## src/rtl/bin_to_bcd_seq.sv

```systemverilog
// bin_to_bcd_seq: sequential double-dabble binary-to-BCD converter, one bit per clock
// Ports:
//   clk, rst        rising-edge clock, asynchronous active-high reset
//   start, bin_in   conversion request and the unsigned value captured with it
//   unidades..milesimas  BCD digits, updated only when a conversion finishes
//   listo           result valid, held until the next accepted start
//   ocupado         conversion in progress (start ignored while high)
//   desborde        last result saturated to 9999 because bin_in exceeded MAX_VAL
module bin_to_bcd_seq #(
    parameter int WIDTH   = 14,
    parameter int MAX_VAL = 9999
) (
    input  logic             clk,
    input  logic             rst,
    input  logic             start,
    input  logic [WIDTH-1:0] bin_in,
    output logic [3:0]       unidades,
    output logic [3:0]       decenas,
    output logic [3:0]       centenas,
    output logic [3:0]       milesimas,
    output logic             listo,
    output logic             ocupado,
    output logic             desborde
);
    localparam int CW = (WIDTH > 1) ? $clog2(WIDTH) : 1;
    localparam logic [CW-1:0] CNT_INIT = CW'(WIDTH - 1);
    localparam logic [31:0] MAXV = 32'(MAX_VAL);
    typedef enum logic [1:0] {IDLE, CONV, FIN, DONE} state_t;
    state_t state;
    logic [WIDTH-1:0] sr;
    logic [15:0] scr;
    logic [15:0] adj;
    logic [CW-1:0] cnt;
    logic ovf;
    // add-3 correction applied to every scratch nibble before the shift
    for (genvar i = 0; i < 4; i++) begin : g_adj
        assign adj[4*i+:4] = (scr[4*i+:4] >= 4'd5) ? scr[4*i+:4] + 4'd3 : scr[4*i+:4];
    end
    always_ff @(posedge clk or posedge rst) begin
        if (rst) begin
            state     <= IDLE;
            sr        <= '0;
            scr       <= '0;
            cnt       <= '0;
            ovf       <= 1'b0;
            unidades  <= '0;
            decenas   <= '0;
            centenas  <= '0;
            milesimas <= '0;
            listo     <= 1'b0;
            ocupado   <= 1'b0;
            desborde  <= 1'b0;
        end else begin
            case (state)
                IDLE, DONE: if (start) begin
                    sr      <= bin_in;
                    scr     <= '0;
                    ovf     <= 32'(bin_in) > MAXV;
                    cnt     <= CNT_INIT;
                    listo   <= 1'b0;
                    ocupado <= 1'b1;
                    state   <= CONV;
                end
                CONV: begin
                    {scr, sr} <= {adj[14:0], sr, 1'b0};
                    if (cnt == '0) state <= FIN;
                    else cnt <= cnt - CW'(1);
                end
                FIN: begin
                    {milesimas, centenas, decenas, unidades} <= ovf ? 16'h9999 : scr;
                    desborde <= ovf;
                    listo    <= 1'b1;
                    ocupado  <= 1'b0;
                    state    <= DONE;
                end
                default: state <= IDLE;
            endcase
        end
    end
endmodule
```

## config.mk

```make
export PLATFORM = sky130hd
export DESIGN_NAME = bin_to_bcd_seq
export DESIGN_NICKNAME = d
export VERILOG_FILES = /design/src/rtl/bin_to_bcd_seq.sv
export SDC_FILE = /design/constraint.sdc
export NUM_CORES = 1
export LEC_CHECK = 0
export CAP_MARGIN = 10
export CORE_AREA = 3 3 74 76
export CTS_CLUSTER_SIZE = 14
export DETAILED_ROUTE_END_ITERATION = 8
export DIE_AREA = 0 0 77 79
export DONT_BUFFER_PORTS = 1
export PLACE_DENSITY_LB_ADDON = 0.3
export RECOVER_POWER = 100
export SLEW_MARGIN = 20
export SYNTH_ARGS = -nofsm -noshare
export SYNTH_HDL_FRONTEND = slang
export SYNTH_SLANG_ARGS = --single-unit
export TNS_END_PERCENT = 50
```

## constraint.sdc

```tcl
create_clock -name clk -period 1.65 [get_ports clk]
set_input_delay 0.33 -clock clk [delete_from_list [all_inputs] [get_ports clk]]
set_output_delay 0.33 -clock clk [all_outputs]
set_load 0.05 [all_outputs]
```

==> results.yml, run 1 <==
outcome:
  run_status: "finished clean"
sta:
  skew_ps: 5.85
  setup_viol: 0
  finalHoldViolations: 0
  fin_crit_sh: 0.941
  fmax_mhz: 644
  tightest_slew_ps: 974
  slew_violations: 0
  max_slew_margin: 0.347
  period_needed_ps: 1550
logic_synthesis:
  synth.area.top_cells: "dfrtp_1, mux2i_1, ha_1"
  mappedNetlistNets: 296
  yosysTopAreaCellShare: 0.503
  synth-async-reset-ratio: 1.00
  synth-seq-cells: 56
  synth_warnings: 0
  synthCells: 267
  synth_common_cells: "dfrtp_1, o21ai_0, nand2_1, inv_1"
  synthDistinctLibCells: 43
  synth_edf_count: 0
  ys_seq_area_frac: 0.503
  netlist_area_um2: 2790
  yosysMostFrequentCell: "dfrtp_1"
  yosysTopAreaCell: "dfrtp_1"
  ys.flop_type: "dfrtp_1"
  syn_avg_cell_area_um2: 10.4
clocking:
  root_buffer: "clkbuf_8"
  clockBufferDepth: 2
  numCtsBuffers: 5
  cts_tree: "built"
  insertion_delay_ps: 310
  clkSinkCount: 56
  clk_pin_slew_ps: 90
  htree_levels: 2
global_route:
  grt_pass1_vias: 1993
  grt_max_degree: 36
  grtUsageTotal: 0.196
  grt_pass1_wl_mm: 9.53
  grt.overflow.total: 0
  antenna_found_initial: 0
power:
  power_density_nw_per_um2: 1970
  p_leak_nw: 1.34
  vdd_drop_max_mv: 0.928
critical_path:
  crit_start: "state[1]"
  cp.required_ps: 1890
  cp.arrival_ps: 1790
  worstPathCellList: "inv_1 -> ha_4 -> buf_12 -> inv_2 -> o41ai_1 -> o21bai_1"
  reg2reg_slack_ps: 100
  endpoint: "cnt[1]"
  crit_slowest_cell: "dfrtp_1"
  r2r-end: "cnt[1]"
  rr_startpoint: "state[1]"
  slowest_delay_ps: 410
  crit_path_max_fanout: 13
  cp-end-kind: "register"
  path_class: "register to register"
  critPathLaunchType: "register"
  r2r_cells: 6
final_layout:
  post-route-util: 0.647
  drive_gt1_frac: 0.160
  fill_cells: 385
  diodes: 0
  final_nets: 315
  fin_area_um2: 3100
  area_growth_syn_to_layout_pct: 11.2
route:
  first_pass_iters: 4
  drcViolationCount: 0
  postRouteAntennaNets: 0
  routed_wirelength_mm: 5.59
  detail_route.wl_per_cell_um: 15.8
  num_vias: 1977
  vias_per_cell: 5.58
  drt_iter0_markers: 107
die:
  dieHeight_um: 79
  start_util: 0.582
  dieArea_um2: 6080
  num_rows: 25
  die_w_um: 77
  io_pins: 36
  core_area_um2: 4790
place:
  gp_congestion: 0.860
  placed_area_um2: 2990
  portBuffers: 0
  place_hpwl_mm: 4.04
worst_hold_path:
  hp-class: "input port to register"
run:
  max_cap_violations: 0
-- placed cells by master (no fill, tap or decap), types with 6 or more instances in the layout --
cell type	instances
o21ai_0	26
inv_1	19
a21oi_1	14
o22ai_1	11
nand2_1	26
clkbuf_8	6
mux2i_1	16
nor2_1	17
buf_4	14
dfrtp_1	56
ha_1	8
-- kinds of logic (layout without fill, tap and decap cells) --
group,count (synthesis),count (layout),synth area share
XOR/XNOR,6,6,0.0189
flip-flops,56,56,0.503
buffers and inverters,33,53,0.0606
adder cells (fa/ha/maj),12,12,0.0539
multiplexers,18,18,0.0656
AO/OA/AOI/OAI,78,78,0.182
AND/OR/NAND/NOR,64,64,0.115
-- metrics by stage --
stage	hold slack, ps	setup TNS [ps]	instances	total power, mW	setup slack, ps
after floorplan	410	0	267	4.59	12.5
after global routing	170	-3.88	354	6.54	-3.88
after detailed placement	259	0	345	5.28	5.00
after CTS	153	0	354	6.08	13.3
final	161	0	354	6.09	97.2
after global placement	256	0	345	5.20	56.7
-- sequential cells by signal, summed over array words and instances (netlist names) --
signal / flops
unidades: 4
ovf: 1
state: 2
listo: 1
scr: 16
sr: 14
decenas: 4
milesimas: 4
ocupado: 1
centenas: 4
desborde: 1
cnt: 4
-- critical path, delay by kind of cell, from the launching register on --
family	cells	cell delay, ps
buf+inv	3	380
fa+ha+maj	1	190
flops	1	410
compound gates	2	490
-- metal layers --
metal	vias up	global-route usage	share of wire
met3	6	0.0476	0.049
met2	37	0.317	0.47
li1	971	-	-
met1	963	0.262	0.47
met4	0	0.0587	0.013
met5	-	0	0
-- how the worst min path moves through the flow --
stage,start,to,slack (ps),cells past startpoint
finish,bin_in[0],sr[0],160,1
global placement,rst,milesimas[0],260,1
detailed placement,rst,milesimas[0],260,1
floorplan,rst,centenas[0],410,1
CTS,bin_in[0],sr[0],150,1
global route,bin_in[0],sr[0],170,1
-- where the power goes --
group | switching, mW | total [mW] | leakage (nW) | internal, mW
clock | 0.436 | 0.778 | 0.0445 | 0.342
sequential | 0.866 | 2.68 | 0.711 | 1.81
combinational | 1.48 | 2.64 | 0.584 | 1.16
-- area by class of cell --
cell class              count  area [um2]  area share
inverters                  22        83.8      0.0271
clock buffers               7        86.3      0.0279
clock inverters             1        7.51     0.00242
repair buffers             23         188      0.0606
well taps                  67        83.8      0.0271
multi-input cells         178        1250       0.402
flip-flops and latches     56        1400       0.453
-- what timing repair did --
item | CTS | global route
hold endpoints to repair | 21 | 0
setup endpoints to repair | 2 | 20
buffers inserted | 0 | 0
resized for setup | 1 | 11
hold buffers | 1 | 0
pin swaps | 0 | 1
Note: power is estimated with default switching activity, not from simulation.
==> run 2: changes to the inputs <==
--- a/config.mk
+++ b/config.mk
@@ -6,10 +6,11 @@
 export NUM_CORES = 1
 export LEC_CHECK = 0
 export CAP_MARGIN = 10
-export CORE_AREA = 3 3 74 76
+export CORE_AREA = 3 3 73 75
+export CTS_BUF_LIST = sky130_fd_sc_hd__clkbuf_4 sky130_fd_sc_hd__clkbuf_8
 export CTS_CLUSTER_SIZE = 14
 export DETAILED_ROUTE_END_ITERATION = 8
-export DIE_AREA = 0 0 77 79
+export DIE_AREA = 0 0 76 78
 export DONT_BUFFER_PORTS = 1
 export PLACE_DENSITY_LB_ADDON = 0.3
 export RECOVER_POWER = 100
==> results.yml, run 2 (synthesis results as in run 1) <==
die:
  dieArea_um2: 5930
  io_pins: 36
  dieHeight_um: 78
  num_rows: 25
  start_util: 0.590
  core_area_um2: 4720
  die_w_um: 76
sta:
  setup_viol: 0
  finalHoldViolations: 0
  slew_violations: 0
  max_slew_margin: 0.513
  hold_slack_ps: 160
  fmax_mhz: 634
  rsz0062_at_grt: "false"
  skew_ps: 9.61
  fin_crit_sh: 0.956
  tightest_slew_ps: 727
  fin_tns_setup_ps: 0
  period_needed_ps: 1580
critical_path:
  r2r-end: "scr[2]"
  critPathLaunchType: "register"
  cp.arrival_ps: 1810
  reg2reg_slack_ps: 70
  cp-end-kind: "register"
  cp.required_ps: 1880
  crit_path_max_fanout: 4
  rr_startpoint: "scr[0]"
  r2r_cells: 6
  path_class: "register to register"
global_route:
  grt.overflow.total: 0
  grt_pass1_wl_mm: 9.36
  grt_max_degree: 42
  grt_pass1_vias: 2058
  grtUsageTotal: 0.195
  antenna_found_initial: 0
clocking:
  clockBufferDepth: 2
  clkSinkCount: 56
  root_buffer: "clkbuf_8"
  insertion_delay_ps: 310
  cts_tree: "built"
  clk_pin_slew_ps: 90
  numCtsBuffers: 5
  htree_levels: 2
final_layout:
  regArea_um2: 1400
  area_growth_syn_to_layout_pct: 11.0
  final_cell_mix: "dfrtp_1, o21ai_0, nand2_1"
  largest_reg_flops: 16
  fill_cells: 377
  final_nets: 312
  drive_gt1_frac: 0.149
  multiInputGateArea_um2: 1250
  top_regs: "scr: 16 flops, sr: 14 flops"
  final_common_cell: "dfrtp_1"
  diodes: 0
  largest_register: "scr"
  fin_area_um2: 3090
route:
  detail_route.wl_per_cell_um: 15.4
  first_pass_iters: 4
  postRouteAntennaNets: 0
  num_vias: 1957
  routed_wirelength_mm: 5.36
  vias_per_cell: 5.61
  drcViolationCount: 0
  drt_iter0_markers: 104
worst_hold_path:
  worstHoldEndpoint: "sr[0]"
  hp-class: "input port to register"
  hold_start: "bin_in[0]"
  whs_path_depth: 1
place:
  place_hpwl_mm: 3.88
  placed_area_um2: 2960
  gp_congestion: 0.839
  portBuffers: 0
power:
  p_leak_nw: 1.35
  vdd_drop_max_mv: 0.901
  power_density_nw_per_um2: 1970
run:
  max_cap_violations: 0
outcome:
  run_status: "finished clean"
## run 2: where the power goes
group / switching (mW) / leakage, nW / internal (mW) / total (mW)
Sequential: 0.872 / 0.711 / 1.81 / 2.68
Clock: 0.416 / 0.0501 / 0.436 / 0.852
Combinational: 1.45 / 0.591 / 1.11 / 2.55
## run 2: layout make-up
| class | count | share of cell area |
|---|---|---|
| Sequential cell | 56 | 0.453 |
| Multi-Input combinational cell | 178 | 0.405 |
| Timing Repair Buffer | 20 | 0.0547 |
| Inverter | 22 | 0.0279 |
| Tap cell | 67 | 0.0271 |
| Clock buffer | 5 | 0.0223 |
| Clock inverter | 1 | 0.00972 |
## run 2: worst max path at each step
| stage | cells after the start | end | slack (ps) | from |
|---|---|---|---|---|
| final | 6 | scr[2] | 70 | scr[0] |
| after global routing | 6 | scr[6] | 0.2 | scr[5] |
| after CTS | 6 | scr[3] | 30 | state[0] |
| after detailed placement | 5 | scr[15] | 20 | state[0] |
| after global placement | 6 | cnt[1] | 50 | state[1] |
| after floorplan | 8 | scr[11] | 10 | state[0] |
## run 2: timing repair
| action | 4_1_cts | 5_1_grt |
|---|---|---|
| buffers inserted | 0 | 1 |
| pin swaps | 0 | 1 |
| resized for setup | 1 | 7 |
| endpoints found under the hold margin | 15 | 0 |
| hold buffers | 1 | 0 |
| setup endpoints to repair | 2 | 19 |
## run 2: through the flow
step	std cells	utilization	setup WS, ps	total power, mW
after floorplan	267	-	12.5	4.59
after global placement	341	0.627	52.7	5.18
after detailed placement	341	0.627	21.5	5.25
after CTS	348	0.651	27.5	6.13
after global routing	349	0.654	0.232	6.58
final	349	0.654	72.9	6.09
## run 2: layer usage
| metal | GRT usage | wire length (um) | vias to the layer above | share of wire |
|---|---|---|---|---|
| met1 | 0.257 | 2560 | 950 | 0.48 |
| met2 | 0.325 | 2440 | 39 | 0.45 |
| li1 | - | - | 961 | - |
| met3 | 0.0476 | 302 | 7 | 0.056 |
| met5 | 0 | 0 | - | 0 |
| met4 | 0.0525 | 58 | 0 | 0.011 |
## run 2: critical path, stage by stage, from the launching register on
cell and delay, ps:
dfrtp_1 400, inv_1 140, ha_2 230, nand2b_1 80
a21oi_2 170, mux2_2 350, o21ai_0 140
